==> src/rtl/memory_access_unit.sv <==
// Memory access unit: issues a single load or store to a request/acknowledge
// memory port, with a bounded wait and a one-cycle completion or error pulse.
//
//   state | meaning
//   ------+----------------------------------------------------------------
//   IDLE  | waiting for start; access fields latched on acceptance
//   REQ   | mem_req asserted, waiting for mem_ack or the wait limit
//   DONE  | single completion cycle: done pulse, data_valid for loads
module memory_access_unit #(
   parameter int BITS_DATA = 32,
   parameter int BITS_ADDR = 16,
   parameter int TIMEOUT   = 8
) (
   input  logic                 clk,
   input  logic                 reset,
   input  logic                 start,
   input  logic                 write_en,
   input  logic [BITS_ADDR-1:0] addr_in,
   input  logic [BITS_DATA-1:0] data_in,
   output logic [BITS_ADDR-1:0] mem_addr,
   output logic [BITS_DATA-1:0] mem_wdata,
   output logic                 mem_req,
   output logic                 mem_we,
   input  logic                 mem_ack,
   input  logic [BITS_DATA-1:0] mem_rdata,
   output logic [BITS_DATA-1:0] data_out,
   output logic                 data_valid,
   output logic                 done,
   output logic                 busy,
   output logic                 error
);

   typedef enum logic [1:0] {
      IDLE = 2'd0,
      REQ  = 2'd1,
      DONE = 2'd2
   } state_t;

   // The wait counter is 4 bits wide, so the limit is truncated to match.
   localparam logic [3:0] TIMEOUT_CNT = 4'(TIMEOUT);

   state_t     state;
   state_t     state_nxt;
   logic [3:0] wait_cnt;
   logic [3:0] wait_cnt_nxt;
   logic       accept;
   logic       capture;
   logic       timeout_hit;

   // State and wait-counter register.
   always_ff @(posedge clk) begin
      if (reset) begin
         state    <= IDLE;
         wait_cnt <= 4'd0;
      end else begin
         state    <= state_nxt;
         wait_cnt <= wait_cnt_nxt;
      end
   end

   // Next-state decode; an ack arriving in the final wait cycle beats the timeout.
   always_comb begin
      state_nxt    = state;
      wait_cnt_nxt = wait_cnt;
      accept       = 1'b0;
      capture      = 1'b0;
      timeout_hit  = 1'b0;
      case (state)
         IDLE: begin
            if (start) begin
               accept       = 1'b1;
               wait_cnt_nxt = 4'd0;
               state_nxt    = REQ;
            end
         end
         REQ: begin
            if (mem_ack) begin
               capture   = ~mem_we;
               state_nxt = DONE;
            end else begin
               wait_cnt_nxt = wait_cnt + 4'd1;
               if (wait_cnt + 4'd1 == TIMEOUT_CNT) begin
                  timeout_hit = 1'b1;
                  state_nxt   = IDLE;
               end
            end
         end
         DONE: begin
            state_nxt = IDLE;
         end
         default: begin
            state_nxt = IDLE;
         end
      endcase
   end

   // Registered outputs, derived from the state being entered so they line up with it.
   always_ff @(posedge clk) begin
      if (reset) begin
         mem_addr   <= '0;
         mem_wdata  <= '0;
         mem_we     <= 1'b0;
         mem_req    <= 1'b0;
         data_out   <= '0;
         data_valid <= 1'b0;
         done       <= 1'b0;
         busy       <= 1'b0;
         error      <= 1'b0;
      end else begin
         if (accept) begin
            mem_addr  <= addr_in;
            mem_wdata <= data_in;
            mem_we    <= write_en;
         end
         if (capture) begin
            data_out <= mem_rdata;
         end
         mem_req    <= (state_nxt == REQ);
         busy       <= (state_nxt != IDLE);
         done       <= (state_nxt == DONE);
         data_valid <= (state_nxt == DONE) && !mem_we;
         error      <= timeout_hit;
      end
   end

endmodule

==> config.mk <==
export PLATFORM = sky130hd
export DESIGN_NAME = memory_access_unit
export DESIGN_NICKNAME = d
export VERILOG_FILES = /design/src/rtl/memory_access_unit.sv
export SDC_FILE = /design/constraint.sdc
export NUM_CORES = 1
export LEC_CHECK = 0
export ABC_AREA = 1
export CAP_MARGIN = 10
export CORE_UTILIZATION = 40
export CTS_BUF_LIST = sky130_fd_sc_hd__clkbuf_8 sky130_fd_sc_hd__clkbuf_16
export DETAILED_ROUTE_END_ITERATION = 12
export GPL_ROUTABILITY_DRIVEN = 0
export HOLD_SLACK_MARGIN = 0.15
export PLACE_DENSITY = 0.77
export SETUP_SLACK_MARGIN = 0.02
export SLEW_MARGIN = 10
export SYNTH_ARGS = -nofsm -noshare
export SYNTH_HDL_FRONTEND = slang
export SYNTH_SLANG_ARGS = --single-unit
==> constraint.sdc <==
create_clock -name clk -period 1.2 [get_ports clk]
set_input_delay 0.24 -clock clk [delete_from_list [all_inputs] [get_ports clk]]
set_output_delay 0.24 -clock clk [all_outputs]
set_load 0.02 [all_outputs]
Word-level counts from Yosys, hierarchy flattened
Cells that the tools add are included.
{"block": "word_totals", "register_bits": 92, "inputBits": 85, "word_cells": 39}
{"block": "classes", "n_addsub": 1, "n_eq_ne": 6, "mux": 12, "bitwise_logic": 2, "reduce_logical": 7}
{"operator": "4-bit 2-to-1 mux", "count": 2}
{"operator": "4-bit case mux with 2 select lines", "count": 1}
{"operator": "2-bit 2-to-1 mux", "count": 3}
{"operator": "1-bit 2-to-1 mux", "count": 5}
{"operator": "4-bit by 1-bit adder with 4-bit output (second input constant)", "count": 1}
{"operator": "2-bit by 1-bit equality test with 1-bit output (second input constant)", "count": 2}
{"operator": "4-bit equality test (second input constant)", "count": 1}
{"operator": "2-bit inequality test (second input constant)", "count": 2}
{"operator": "2-bit case mux with 2 select lines", "count": 1}
{"operator": "2-bit nonzero test", "count": 2}
{"operator": "3-bit AND reduction", "count": 1}
{"operator": "3-bit OR reduction", "count": 1}
{"operator": "2-bit equality test (second input constant)", "count": 1}
{"operator": "2-bit logical NOT", "count": 1}
{"operator": "1-bit inverter", "count": 2}
{"operator": "1-bit logical AND", "count": 1}
{"operator": "1-bit logical NOT", "count": 1}

Depth between registers and ports, before layout
{"block": "depth", "word_depth": 7, "depth_mapped": 7, "mapped_depth_nobuf": 6}

Worst setup path before layout
Ideal clock, no wire load.
{"block": "synth_path", "path_type": "register -> register", "from": "register state[0]", "to": "register data_out[10]", "setup_ps": 132, "arrival_time_ps": 957, "required_time_ps": 1068, "path_slack_ps": 111, "stages_incl_launch_ff": 7, "path_cell_list": "dfxtp_1 > inv_2 > nor2_4 > nand2_4 > buf_6 > nand2_1 > a21oi_1"}
{"block": "synth_via", "elab_chain_len": 2}
{"element": "start: declaration", "line_no": "42", "rtl": "state_t state;"}
{"element": "start signal: assignment", "line_no": "56", "rtl": "state <= state_nxt;"}
{"element": "2-bit by 1-bit equality test with 1-bit output", "line_no": "68", "rtl": "case (state)"}
{"element": "1-bit 2-to-1 mux", "line_no": "68"}
{"element": "end signal: assignment", "line_no": "116", "rtl": "data_out <= mem_rdata;"}
{"element": "end: declaration", "line_no": "26", "rtl": "output logic [BITS_DATA-1:0] data_out,"}
Every way passes these cells.
A chain may end at the register's enable or synchronous reset.

Worst setup path after layout
{"block": "layout_path", "from": "register state[0]", "to": "register data_out[5]"}
Same word-level chain as after synthesis.

==> results.yml <==
status:
  status: "finished, final reports clean"
finish:
  diodes: 0
  areaGrowthSynthToFinish_pct: 56.7
  drive_gt1_share_pct: 27.5
  fin_area_um2: 5230
  final_nets: 672
  fin_cells: 692
  nFillCells: 682
clock_network:
  cts_inserted_buffers: 9
  clock_latency_ns: 0.34
  clock_path_buffers: 2
  root_buffer: "clkbuf_8"
  htree_levels: 3
  cts_tree: "done"
  clk_pin_slew_ns: 0.08
  clock_sinks: 92
  cts_hold_buf: 0
grt:
  grt_max_degree: 35
  grt_pass1_wl_mm: 14.9
  globalRouteTotalUtil_pct: 21.7
  grt_pass1_vias: 3279
  grt_overflow: 0
  antenna_found_initial: 0
timing:
  hold_ws_ns: 0.394
  finalClockSkew_ns: 0.0115
  grt_setup_unrepaired: "true"
  clock.fmax_mhz: 870
  timing.final.max_slew_violations: 0
  fin_crit_sh_pct: 95.8
  setup_viol: 0
  maxSlewHeadroom_pct: 74.4
  tightest_slew_ns: 0.384
  hold_violations: 0
  period_needed_ns: 1.15
yosys:
  synth.avg_cell_area_um2: 8.24
  synth_warnings: 0
  ys_types: 22
  synthCells: 405
  synthTopCellsByArea: "dfxtp_1, nor2_1, o21ai_0"
  synth_area_leader_cell: "dfxtp_1"
  synth_top_area_share_pct: 55.2
  ys_ff_latch: 92
  syn_nets: 491
  synth_area_um2: 3340
  ys_seq_area_share_pct: 55.2
placed_design:
  placed_cell_area_um2: 5220
  dp.cells: 666
  port_buffers: 170
  hpwl_mm: 6.64
floorplanning:
  start_util_pct: 42.3
  core_area_um2: 7890
  fp.dieH_um: 93.4
  num_rows: 32
  dieWidth_um: 93.4
  num_io_pins: 171
  fp.dieArea_um2: 8720
drt:
  drtPass1Iterations: 4
  ant_nets: 0
  drc: 0
  wl_mm: 9.75
  first_iter_violations: 158
  vias: 3410
  avgRoutedWirePerCell_um: 14.1
  routed_via_density: 4.93
min_path:
  min_from: "mem_ack"
  hp-class: "in2reg"
setup_path:
  crit_arrival_ns: 1.42
  cp-start-kind: "flop"
  crit_start: "state[0]$_SDFF_PP0_"
  worstSetupPathType: "reg2reg"
  worstSetupEndpointType: "flop"
  crit_fanout: 11
  r2r-start: "state[0]$_SDFF_PP0_"
  worstPathRequired_ns: 1.47
job:
  max-cap-violations: 0
pwr:
  irDropWorstVdd_mv: 0.701
  p_leak_nw: 2.29
  power_density_nw_per_um2: 1340
  power_w: 0.00701
==> critical path, cell delays in order (launching register included) <==
cell	delay, ns
dfxtp_2	0.36
inv_2	0.05
nor2_4	0.14
buf_6	0.14
clkbuf_16	0.15
nand3_1	0.08
a21oi_1	0.15
==> state kept, by name (all words and copies together), names as in the netlist <==
| name | count |
|---|---|
| mem_we | 1 |
| state | 2 |
| mem_addr | 16 |
| data_valid | 1 |
| error | 1 |
| busy | 1 |
| data_out | 32 |
| mem_req | 1 |
| done | 1 |
| wait_cnt | 4 |
| mem_wdata | 32 |
==> stage by stage <==
| step | setup TNS (ns) | utilization (%) | setup slack [ns] |
|---|---|---|---|
| floorplan | 0 | - | 0.111 |
| global placement | -20.90 | 66.2 | -0.337 |
| detailed placement | -24.05 | 66.2 | -0.410 |
| CTS | 0 | 64.8 | 0.0202 |
| global route | -0.0478 | 66.3 | -0.0409 |
| finish | 0 | 66.3 | 0.0502 |
==> layout make-up <==
cell class | instances | area [µm²] | area share, %
tap | 102 | 128 | 2.44
clock inverter | 6 | 82.6 | 1.58
inverter | 9 | 36.3 | 0.694
clock buffer | 9 | 124 | 2.37
sequential | 92 | 1850 | 35.4
timing repair buffer | 197 | 1670 | 32.0
multi-input combinational | 277 | 1340 | 25.6
==> report_power, final <==
part | internal [W] | leakage (nW) | switching [W] | total (W)
Sequential | 0.00325 | 0.758 | 0.0000982 | 0.00335
Combinational | 0.000707 | 1.43 | 0.000794 | 0.00150
Clock | 0.00115 | 0.104 | 0.00101 | 0.00216
==> synthesized netlist by cell type, drive strengths merged <==
| library cell | instances |
|---|---|
| nor2 | 103 |
| dfxtp | 92 |
| o21ai | 52 |
| nand2 | 44 |
| nand3 | 38 |
| a21oi | 36 |
| buf | 16 |
| clkbuf | 12 |
| inv | 9 |
| ha | 1 |
| nand4 | 1 |
| nor3 | 1 |
==> path summary, 6_finish.rpt <==
| kind | endpoint | slack, ns | depth (start not counted) |
|---|---|---|---|
| worst max-delay path | data_out[5]$_SDFFE_PP0P_ | 0.05 | 6 |
| worst min-delay path | done$_SDFF_PP0_ | 0.39 | 4 |
| worst max register to register | data_out[5]$_SDFFE_PP0P_ | 0.05 | 6 |
| worst min register to register | wait_cnt[0]$_SDFFE_PP0P_ | 0.46 | 1 |
==> cells by family after synthesis <==
kind of cell / after synthesis / share of synthesized area, %
fa+ha+maj: 1 / 0.375
flops: 92 / 55.2
compound gates: 88 / 13.2
simple gates: 187 / 24.6
buf+inv: 37 / 6.67
==> placed cells by master (no fill, tap or decap), drive strengths merged <==
master         instances
nor2                 103
a21oi                 36
clkbuf                11
nand2                 45
ha                     1
dfxtp                 92
inv                   11
dlymetal6s2s           1
nand4                  1
nand3                 38
bufinv                 2
nor3                   1
buf                  111
o21ai                 52
clkinvlp               2
clkdlybuf4s50         83
==> metal layers <==
metal	up-vias	GRT usage (%)	share of wire (%)
li1	1685	-	-
met1	1565	25.2	39
met2	148	38.2	51
met3	12	6.34	8.2
met4	0	7.18	1.9
met5	-	0	0
==> what timing repair did <==
action                                 4_1_cts  5_1_grt
pin swaps                                    3       18
gates cloned                                 1        3
resized for setup                          341       37
endpoints found under the hold margin        0        0
setup buffers                                4        3
setup endpoints to repair                  126       84
Note: power is estimated with default switching activity, not from simulation.
